### config.mk
export PLATFORM = sky130hd
export DESIGN_NAME = readback_serialiser
export DESIGN_NICKNAME = d
export VERILOG_FILES = /design/src/rtl/readback_pkg.sv /design/src/rtl/sync_2ff.sv /design/src/rtl/readback_serialiser.sv
export SDC_FILE = /design/constraint.sdc
export NUM_CORES = 1
export LEC_CHECK = 0
export BUFFER_PORTS_ARGS = -buffer_cell sky130_fd_sc_hd__buf_2
export CAP_MARGIN = 40
export CORE_UTILIZATION = 30
export CTS_CLUSTER_SIZE = 25
export DETAILED_ROUTE_END_ITERATION = 6
export PLACE_DENSITY = 0.48
export SLEW_MARGIN = 20
export SYNTH_ARGS = -nofsm -noshare
export SYNTH_HDL_FRONTEND = slang
export SYNTH_SLANG_ARGS = --single-unit
### constraint.sdc
create_clock -name clk -period 28.6 [get_ports clk]
set_input_delay 2.86 -clock clk [delete_from_list [all_inputs] [get_ports clk]]
set_output_delay 2.86 -clock clk [all_outputs]
set_load 0.02 [all_outputs]
### src/rtl/readback_pkg.sv
// Shared types and helpers for the DAQ readback serialiser.
package readback_pkg;

    localparam int unsigned RB_N_CH   = 14;
    localparam int unsigned RB_DATA_W = 7;

    typedef enum logic [2:0] {
        StIdle,
        StSnap,
        StScan,
        StPresent,
        StDone
    } rb_state_e;

    // Ceiling log2, never below 1 so it can size a vector directly.
    function automatic int unsigned clog2(input int unsigned v);
        int unsigned r;
        r = 0;
        while ((32'd1 << r) < v) begin
            r = r + 1;
        end
        return (r == 0) ? 1 : r;
    endfunction

endpackage

### src/rtl/sync_2ff.sv
// Generic single-bit two-flop synchroniser with asynchronous active-high reset.
module sync_2ff (
    input  logic clk,
    input  logic rst,
    input  logic d,
    output logic q
);

    logic meta;

    always_ff @(posedge clk or posedge rst) begin
        if (rst) begin
            meta <= 1'b0;
            q    <= 1'b0;
        end else begin
            meta <= d;
            q    <= meta;
        end
    end

endmodule

### src/rtl/readback_serialiser.sv
// Freezes N_CH readback channels and hands them one word at a time to the UART,
// skipping masked channels and optionally leading with a channel-count header.
module readback_serialiser
    import readback_pkg::*;
#(
    parameter int unsigned N_CH   = RB_N_CH,
    parameter int unsigned DATA_W = RB_DATA_W
) (
    input  logic                     clk,
    input  logic                     rst,
    input  logic [N_CH*DATA_W-1:0]   rb_bus,
    input  logic [N_CH-1:0]          ch_mask,
    input  logic                     hdr_en,
    input  logic                     tx_en,
    input  logic                     tx_data_loaded,
    output logic                     tx_data_ready,
    output logic [DATA_W-1:0]        tx_data,
    output logic                     tx_complete,
    output logic                     tx_abort
);

    localparam int unsigned IDX_W = clog2(N_CH + 1);
    localparam int unsigned BUS_W = N_CH * DATA_W;

    logic [BUS_W-1:0]  rb_s1;
    logic [BUS_W-1:0]  rb_s2;
    logic [BUS_W-1:0]  snap;
    logic [N_CH-1:0]   mask_q;
    logic              hdr_pend;
    logic              hdr_sel;
    logic              loaded_s;
    logic [IDX_W-1:0]  idx;
    rb_state_e         state;

    logic [BUS_W-1:0]  snap_shift;
    logic [N_CH-1:0]   mask_shift;
    logic              cur_en;
    logic [DATA_W-1:0] hdr_word;

    // Count wraps naturally, giving the truncated header when DATA_W is narrow.
    function automatic logic [DATA_W-1:0] popcount(input logic [N_CH-1:0] v);
        logic [DATA_W-1:0] cnt;
        cnt = '0;
        for (int i = 0; i < N_CH; i++) begin
            cnt = cnt + DATA_W'(v[i]);
        end
        return cnt;
    endfunction

    always_ff @(posedge clk or posedge rst) begin
        if (rst) begin
            rb_s1 <= '0;
            rb_s2 <= '0;
        end else begin
            rb_s1 <= rb_bus;
            rb_s2 <= rb_s1;
        end
    end

    sync_2ff u_loaded_sync (
        .clk (clk),
        .rst (rst),
        .d   (tx_data_loaded),
        .q   (loaded_s)
    );

    // Shifting rather than indexing keeps idx == N_CH in range and yields zero there.
    always_comb begin
        snap_shift = snap >> (int'(idx) * DATA_W);
        mask_shift = mask_q >> idx;
        cur_en     = mask_shift[0];
        hdr_word   = popcount(mask_q);
        tx_data    = hdr_sel ? hdr_word : snap_shift[DATA_W-1:0];
    end

    always_ff @(posedge clk or posedge rst) begin
        if (rst) begin
            state         <= StIdle;
            snap          <= '0;
            mask_q        <= '0;
            hdr_pend      <= 1'b0;
            hdr_sel       <= 1'b0;
            idx           <= '0;
            tx_data_ready <= 1'b0;
            tx_complete   <= 1'b0;
            tx_abort      <= 1'b0;
        end else begin
            tx_abort <= 1'b0;
            unique case (state)
                StIdle: begin
                    idx           <= '0;
                    hdr_sel       <= 1'b0;
                    tx_data_ready <= 1'b0;
                    tx_complete   <= 1'b0;
                    if (tx_en) begin
                        state <= StSnap;
                    end
                end
                StSnap: begin
                    if (!tx_en) begin
                        state    <= StIdle;
                        tx_abort <= 1'b1;
                        idx      <= '0;
                    end else begin
                        snap     <= rb_s2;
                        mask_q   <= ch_mask;
                        hdr_pend <= hdr_en;
                        state    <= StScan;
                    end
                end
                StScan: begin
                    if (!tx_en) begin
                        state         <= StIdle;
                        tx_abort      <= 1'b1;
                        tx_data_ready <= 1'b0;
                        hdr_pend      <= 1'b0;
                        idx           <= '0;
                    end else if (hdr_pend) begin
                        if (!loaded_s) begin
                            hdr_sel       <= 1'b1;
                            tx_data_ready <= 1'b1;
                            state         <= StPresent;
                        end
                    end else if (idx == IDX_W'(N_CH)) begin
                        tx_complete <= 1'b1;
                        state       <= StDone;
                    end else if (!cur_en) begin
                        idx <= idx + 1'b1;
                    end else if (!loaded_s) begin
                        tx_data_ready <= 1'b1;
                        state         <= StPresent;
                    end
                end
                StPresent: begin
                    if (!tx_en) begin
                        // Abort beats a coincident load: the word is not counted.
                        state         <= StIdle;
                        tx_abort      <= 1'b1;
                        tx_data_ready <= 1'b0;
                        hdr_pend      <= 1'b0;
                        hdr_sel       <= 1'b0;
                        idx           <= '0;
                    end else if (loaded_s) begin
                        tx_data_ready <= 1'b0;
                        state         <= StScan;
                        if (hdr_sel) begin
                            hdr_pend <= 1'b0;
                            hdr_sel  <= 1'b0;
                        end else begin
                            idx <= idx + 1'b1;
                        end
                    end
                end
                StDone: begin
                    tx_complete <= 1'b1;
                    if (!tx_en) begin
                        tx_complete <= 1'b0;
                        idx         <= '0;
                        state       <= StIdle;
                    end
                end
                default: begin
                    state <= StIdle;
                end
            endcase
        end
    end

endmodule
== After elaboration in Yosys (flattened, before gate mapping) ==
Index checks and enable logic that the tools add are counted.

* Add/subtract/negate cells: 14
* Multipliers: 1
* Equal/unequal tests: 24
* Shift-type cells: 2
* Mux-type cells: 46
* Reduce and logical (&&, ||, !) cells: 14

{| class="wikitable"
|+ Operators by type and width
! operator !! count
|-
| 98-bit by 7-bit right shift with 7-bit output || 1
|-
| 7-bit by 1-bit adder with 7-bit output || 7
|-
| 4-bit two-way mux || 8
|-
| 3-bit two-way mux || 9
|-
| 1-bit two-way mux || 21
|-
| 2-bit inequality test, second input constant || 10
|-
| 4-bit case mux with 4 select lines || 1
|-
| 3-bit inequality test, second input constant || 5
|-
| 3-bit case mux with 5 select lines || 1
|-
| 14-bit by 4-bit right shift with 1-bit output || 1
|-
| 1-bit case mux with 3 select lines || 4
|-
| 4-bit AND reduction || 3
|-
| 5-bit AND reduction || 2
|-
| 3-bit nonzero test || 3
|-
| 4-bit inequality test, second input constant || 2
|-
| 6-bit by 1-bit adder with 7-bit output || 1
|-
| 4-bit by 3-bit multiplier with 7-bit output, second input constant || 1
|-
| 7-bit two-way mux || 1
|-
| 7-bit AND reduction || 1
|-
| 5-bit by 1-bit adder with 6-bit output || 1
|-
| 3-bit by 2-bit == test with 1-bit output, second input constant || 2
|-
| 4-bit by 1-bit adder with 5-bit output || 1
|-
| 5-bit inequality test, second input constant || 1
|-
| 3-bit by 1-bit adder with 4-bit output || 1
|-
| 13 further kinds || 13
|}

* Register bits after elaboration: 322
* Output and inout port bits: 10

== Logic depth before layout (Yosys ltp) ==
* Word-level depth: 14
* Gate-level depth with buffers: 11

== By module ==
Synthesis repeated with hierarchy kept, for this count alone.

* Cell total of the unflattened synthesis: 659
* Area total of the unflattened synthesis: 11,038.1 sq um

{| class="wikitable"
|+ Modules (own cells, without submodules)
! module !! times used !! cells each !! area an instance (sq um) !! sequential area each (sq um)
|-
| readback_serialiser || 1 || 656 || 10,984.3 || 8,007.7
|-
| sync_2ff || 1 || 3 || 53.8 || 50.0
|}

== Worst setup path after synthesis ==
No wires, ideal clock.

* Kind: reg-to-output
* Start: register mask_q[5]
* End: output tx_data[2]
* Data arrival time: 3.460 ns
* Path slack: 22.280 ns
* Stages on the path, launching flop included: 11
* Buffers on the path: 0
* Cells stage by stage: dfrtp_1 fa_1 inv_1 fa_1 fa_1 fa_1 inv_1 ha_1 fa_1 xnor2_1 a21oi_1

* Word-level cells in the longest chain between the ends: 10

{| class="wikitable"
|+ RTL lines
! item !! RTL line !! RTL
|-
| from (decl) || readback_serialiser.sv:28 || <nowiki>logic [N_CH-1:0] mask_q;</nowiki>
|-
| from (signal assigned) || readback_serialiser.sv:106 || <nowiki>mask_q <= ch_mask;</nowiki>
|-
| 5-bit by 1-bit adder with 6-bit output || readback_serialiser.sv:45 || <nowiki>cnt = cnt + DATA_W'(v[i]);</nowiki>
|-
| 6-bit by 1-bit adder with 7-bit output || readback_serialiser.sv:45 ||
|-
| 7-bit by 1-bit adder with 7-bit output (7 in a row) || readback_serialiser.sv:45 ||
|-
| 7-bit two-way mux || readback_serialiser.sv:73 || <nowiki>tx_data = hdr_sel ? hdr_word : snap_shift[DATA_W-1:0];</nowiki>
|-
| to (decl) || readback_serialiser.sv:17 || <nowiki>output logic [DATA_W-1:0] tx_data,</nowiki>
|}

No other way between the ends.

== Worst setup path in the final report ==
Ends and elaborated chain as after synthesis.

==> flow_summary_export.csv <==
group,metric,value,unit
cts,clk-insertion-delay-late,0.50,ns
worst_setup_path,worst_r2r_path_depth,6,
worst_setup_path,critPathKind,"reg -> out",
synthesis,synthesis.nets,785,
power,clkPwrFrac,32.2,%
sta,min_period,6.85,ns
layout,final_cell_area,13500,um^2
placed_design,dpl_cell_area,12300,um^2
global_routing,gr-total-overflow,0,
power,pwr-share-seq,43.8,%
placed_design,hpwlAfterDp,13.7,mm
sta,slew_viol_final,0,
worst_setup_path,regToRegEndpoint,"idx[1]$_DFFE_PP0P_",
sta,fin_crit_sh,23.9,%
floorplan,core_area,36400,um^2
detailed_routing,wl,20.9,mm
cts,clock_sinks,322,
placed_design,place.port_buffers,126,
sta,fin_ws,21.75,ns
global_routing,grt_max_degree,103,
power,p_sw_share,27.3,%
power,intPower,0.984,mW
synthesis,seq_area_frac_synth,72.8,%
detailed_routing,drt_iter0_markers,237,
cts,ctsHoldBuffers,0,
layout,syn_to_final_growth,21.6,%
sta,max_freq,146,MHz
power,vdd_drop_max,0.0000599,V
sta,hold_viol_final,0,
synthesis,syn_area_per_cell,16.9,um^2
synthesis,syn-instance-count,654,
floorplan,num_io_pins,127,
worst_setup_path,r2r_setup_slack,25.88,ns
worst_setup_path,startpoint,"mask_q[5]$_DFFE_PP0P_",
worst_setup_path,startpoint_type,"flop",
layout,fin_util,37.0,%
sta,tns,0,ns
synthesis,syn_area,11100,um^2
power,p_leak,5.95,nW
detailed_routing,wl_per_cell,16.2,um
cts,post_cts_buffers,0,
sta,holdWs,0.338,ns
placed_design,dp_cells,1232,
layout,post_layout_nonfiller_instances,1292,
global_routing,grt_pass1_vias,6043,
synthesis,ys.flop_type,"dfrtp_1",
floorplan,initial_utilization,30.4,%
run,max-cap-violations,0,
worst_setup_path,crit_arrival,3.99,ns
synthesis,synth_warnings,0,
cts,ctsRootBufferMaster,"clkbuf_16",
floorplan,rows,70,
layout,diodes,0,
synthesis,async_reset_ff_share,100,%
detailed_routing,ant_nets,0,
cts,cts_resized,0,
sta,clock_skew,0.00956,ns
synthesis,yosys_register_bits,322,
worst_setup_path,setup.worst_path.end_class,"primary output",
power,combinationalPowerShare,24.0,%
hold_path,hp-class,"reg -> reg",
cts,cts_buffers,35,
layout,fill_cells,3505,
worst_setup_path,cp-endpoint,"tx_data[2]",
sta,grt_setup_unrepaired,"no",
cts,cts_tree,"built",
detailed_routing,vias_per_cell,4.27,
detailed_routing,vias,5523,
worst_setup_path,path_max_fanout,3,
cts,htreeDepth,2,
global_routing,antenna_found_initial,0,
worst_setup_path,cp.required,25.74,ns
synthesis,ys_types,41,
detailed_routing,drc,0,
power,switchingPower,0.370,mW
global_routing,grt_pass1_wl,34.0,mm
outcome,status,"completed",
layout,finalNetCount,932,
placed_design,place.gp.congestion,0.736,
layout,layout-drive-gt1-share,39.0,%
cts,clkTransAtPathRegs,0.06,ns
placed_design,pre_cts_ws,22.27,ns
floorplan,dieArea,37700,um^2
synthesis,synth_edf_count,0,
power,powerDensity,101,nW/um^2
sta,setup_viol,0,
cts,cts_max_path_buffers,3,
sta,relSlewSlack,54.1,%
global_routing,track_usage,11.7,%
sta,tightest_slew,0.689,ns
floorplan,fp.dieH,194,um
worst_setup_path,r2r_start,"idx[0]$_DFFE_PP0P_",
detailed_routing,firstDrtPassIters,5,
floorplan,die_w,194,um
power,total_power,1.35,mW
power groups by stage:
stage | Clock, mW | Combinational [mW] | Sequential [mW]
floorplan | 0 | 0.259 | 0.582
global placement | 0 | 0.325 | 0.600
detailed placement | 0 | 0.331 | 0.602
CTS | 0.455 | 0.333 | 0.595
global route | 0.473 | 0.369 | 0.606
finish | 0.436 | 0.325 | 0.593
state kept, by name, summed over array words and instances, names as in the netlist:
| name | cells |
|---|---|
| tx_complete | 1 |
| tx_data_ready | 1 |
| idx | 4 |
| rb_s1 | 98 |
| rb_s2 | 98 |
| snap | 98 |
| state | 3 |
| u_loaded_sync.q | 1 |
| hdr_sel | 1 |
| u_loaded_sync.meta | 1 |
| hdr_pend | 1 |
| mask_q | 14 |
| tx_abort | 1 |
kinds of logic after synthesis:
| family | count (synthesis) | share of synthesized area (%) |
|---|---|---|
| DFF | 322 | 72.8 |
| muxes | 144 | 17.1 |
| AOI/OAI and AO/OA | 58 | 3.22 |
| buffers and inverters | 58 | 2.26 |
| and+or+nand+nor | 57 | 2.41 |
| adders and majority gates | 14 | 2.19 |
| xor gates and xnor gates | 1 | 0.0791 |
layout by cell type, fill, tap and decap left out, types with 3 or more instances in the layout:
cell type / instances
nor2b_1: 4
mux4_1: 6
nand3_1: 5
clkinv_2: 6
o22ai_1: 7
a31oi_1: 3
ha_1: 5
nor3_1: 3
mux2_2: 103
a21oi_1: 14
clkbuf_1: 6
nand2_1: 20
o21ai_0: 19
buf_4: 8
fa_1: 9
buf_16: 3
clkbuf_8: 10
mux2i_1: 16
nor2_1: 15
dfrtp_1: 320
clkbuf_16: 35
buf_2: 126
inv_1: 29
mux4_2: 17
layout make-up:
class / instances / area (um^2) / area share [%]
Tap cell: 468 / 586 / 4.35
Inverter: 30 / 120 / 0.892
Clock inverter: 9 / 98.8 / 0.734
Timing Repair Buffer: 138 / 793 / 5.89
Clock buffer: 51 / 1040 / 7.69
Multi-Input combinational cell: 274 / 2770 / 20.6
Sequential cell: 322 / 8060 / 59.9
worst max-delay path, cell delays in order (launching register included):
cell and delay (ns):
dfrtp_1 0.40, fa_1 0.54, inv_1 0.05, fa_1 0.45
fa_1 0.48, fa_1 0.49, inv_1 0.04, ha_1 0.20
fa_1 0.39, xnor2_1 0.14, a21oi_1 0.13, buf_2 0.18
Yosys cell counts (2+ instances only):
cell type	instances	share of area, %
o21ai_0	19	0.86
nor2b_1	4	0.23
ha_1	5	0.56
mux4_2	17	3.5
o2bb2ai_1	2	0.16
mux2_2	103	10
a21o_1	2	0.14
buf_2	17	0.77
nand2_1	20	0.68
clkbuf_1	8	0.27
a21oi_1	14	0.63
o41ai_1	2	0.16
fa_1	9	1.6
a31oi_1	3	0.17
nand2b_1	2	0.11
dfrtp_1	322	73
o211ai_1	2	0.14
nor3_1	3	0.14
nand3b_1	2	0.14
or3_1	2	0.11
mux2_4	2	0.27
o22ai_1	7	0.40
inv_1	30	1.0
nor2_1	16	0.54
nand3_1	5	0.23
mux2i_1	16	1.4
mux4_1	6	1.4
worst min-delay path by stage:
stage                             start                   to  slack (ns)  depth (start not counted)
CTS                 rb_s1[83]$_DFF_PP0_  rb_s2[83]$_DFF_PP0_        0.34                          0
global route        rb_s1[19]$_DFF_PP0_  rb_s2[19]$_DFF_PP0_        0.35                          0
detailed placement  rb_s1[28]$_DFF_PP0_  rb_s2[28]$_DFF_PP0_        0.33                          0
floorplan            rb_s1[0]$_DFF_PP0_   rb_s2[0]$_DFF_PP0_        0.33                          0
finish              rb_s1[83]$_DFF_PP0_  rb_s2[83]$_DFF_PP0_        0.34                          0
global placement    rb_s1[80]$_DFF_PP0_  rb_s2[80]$_DFF_PP0_        0.33                          0
metal layers:
metal / vias to the layer above / track usage, % / share of wire, %
li1: 2558 / - / -
met1: 2812 / 16.7 / 48
met2: 125 / 17.6 / 45
met3: 28 / 2.50 / 4.8
met4: 0 / 3.79 / 1.9
met5: - / 0 / 0
No activity file was read; power rests on OpenSTA's default activity.
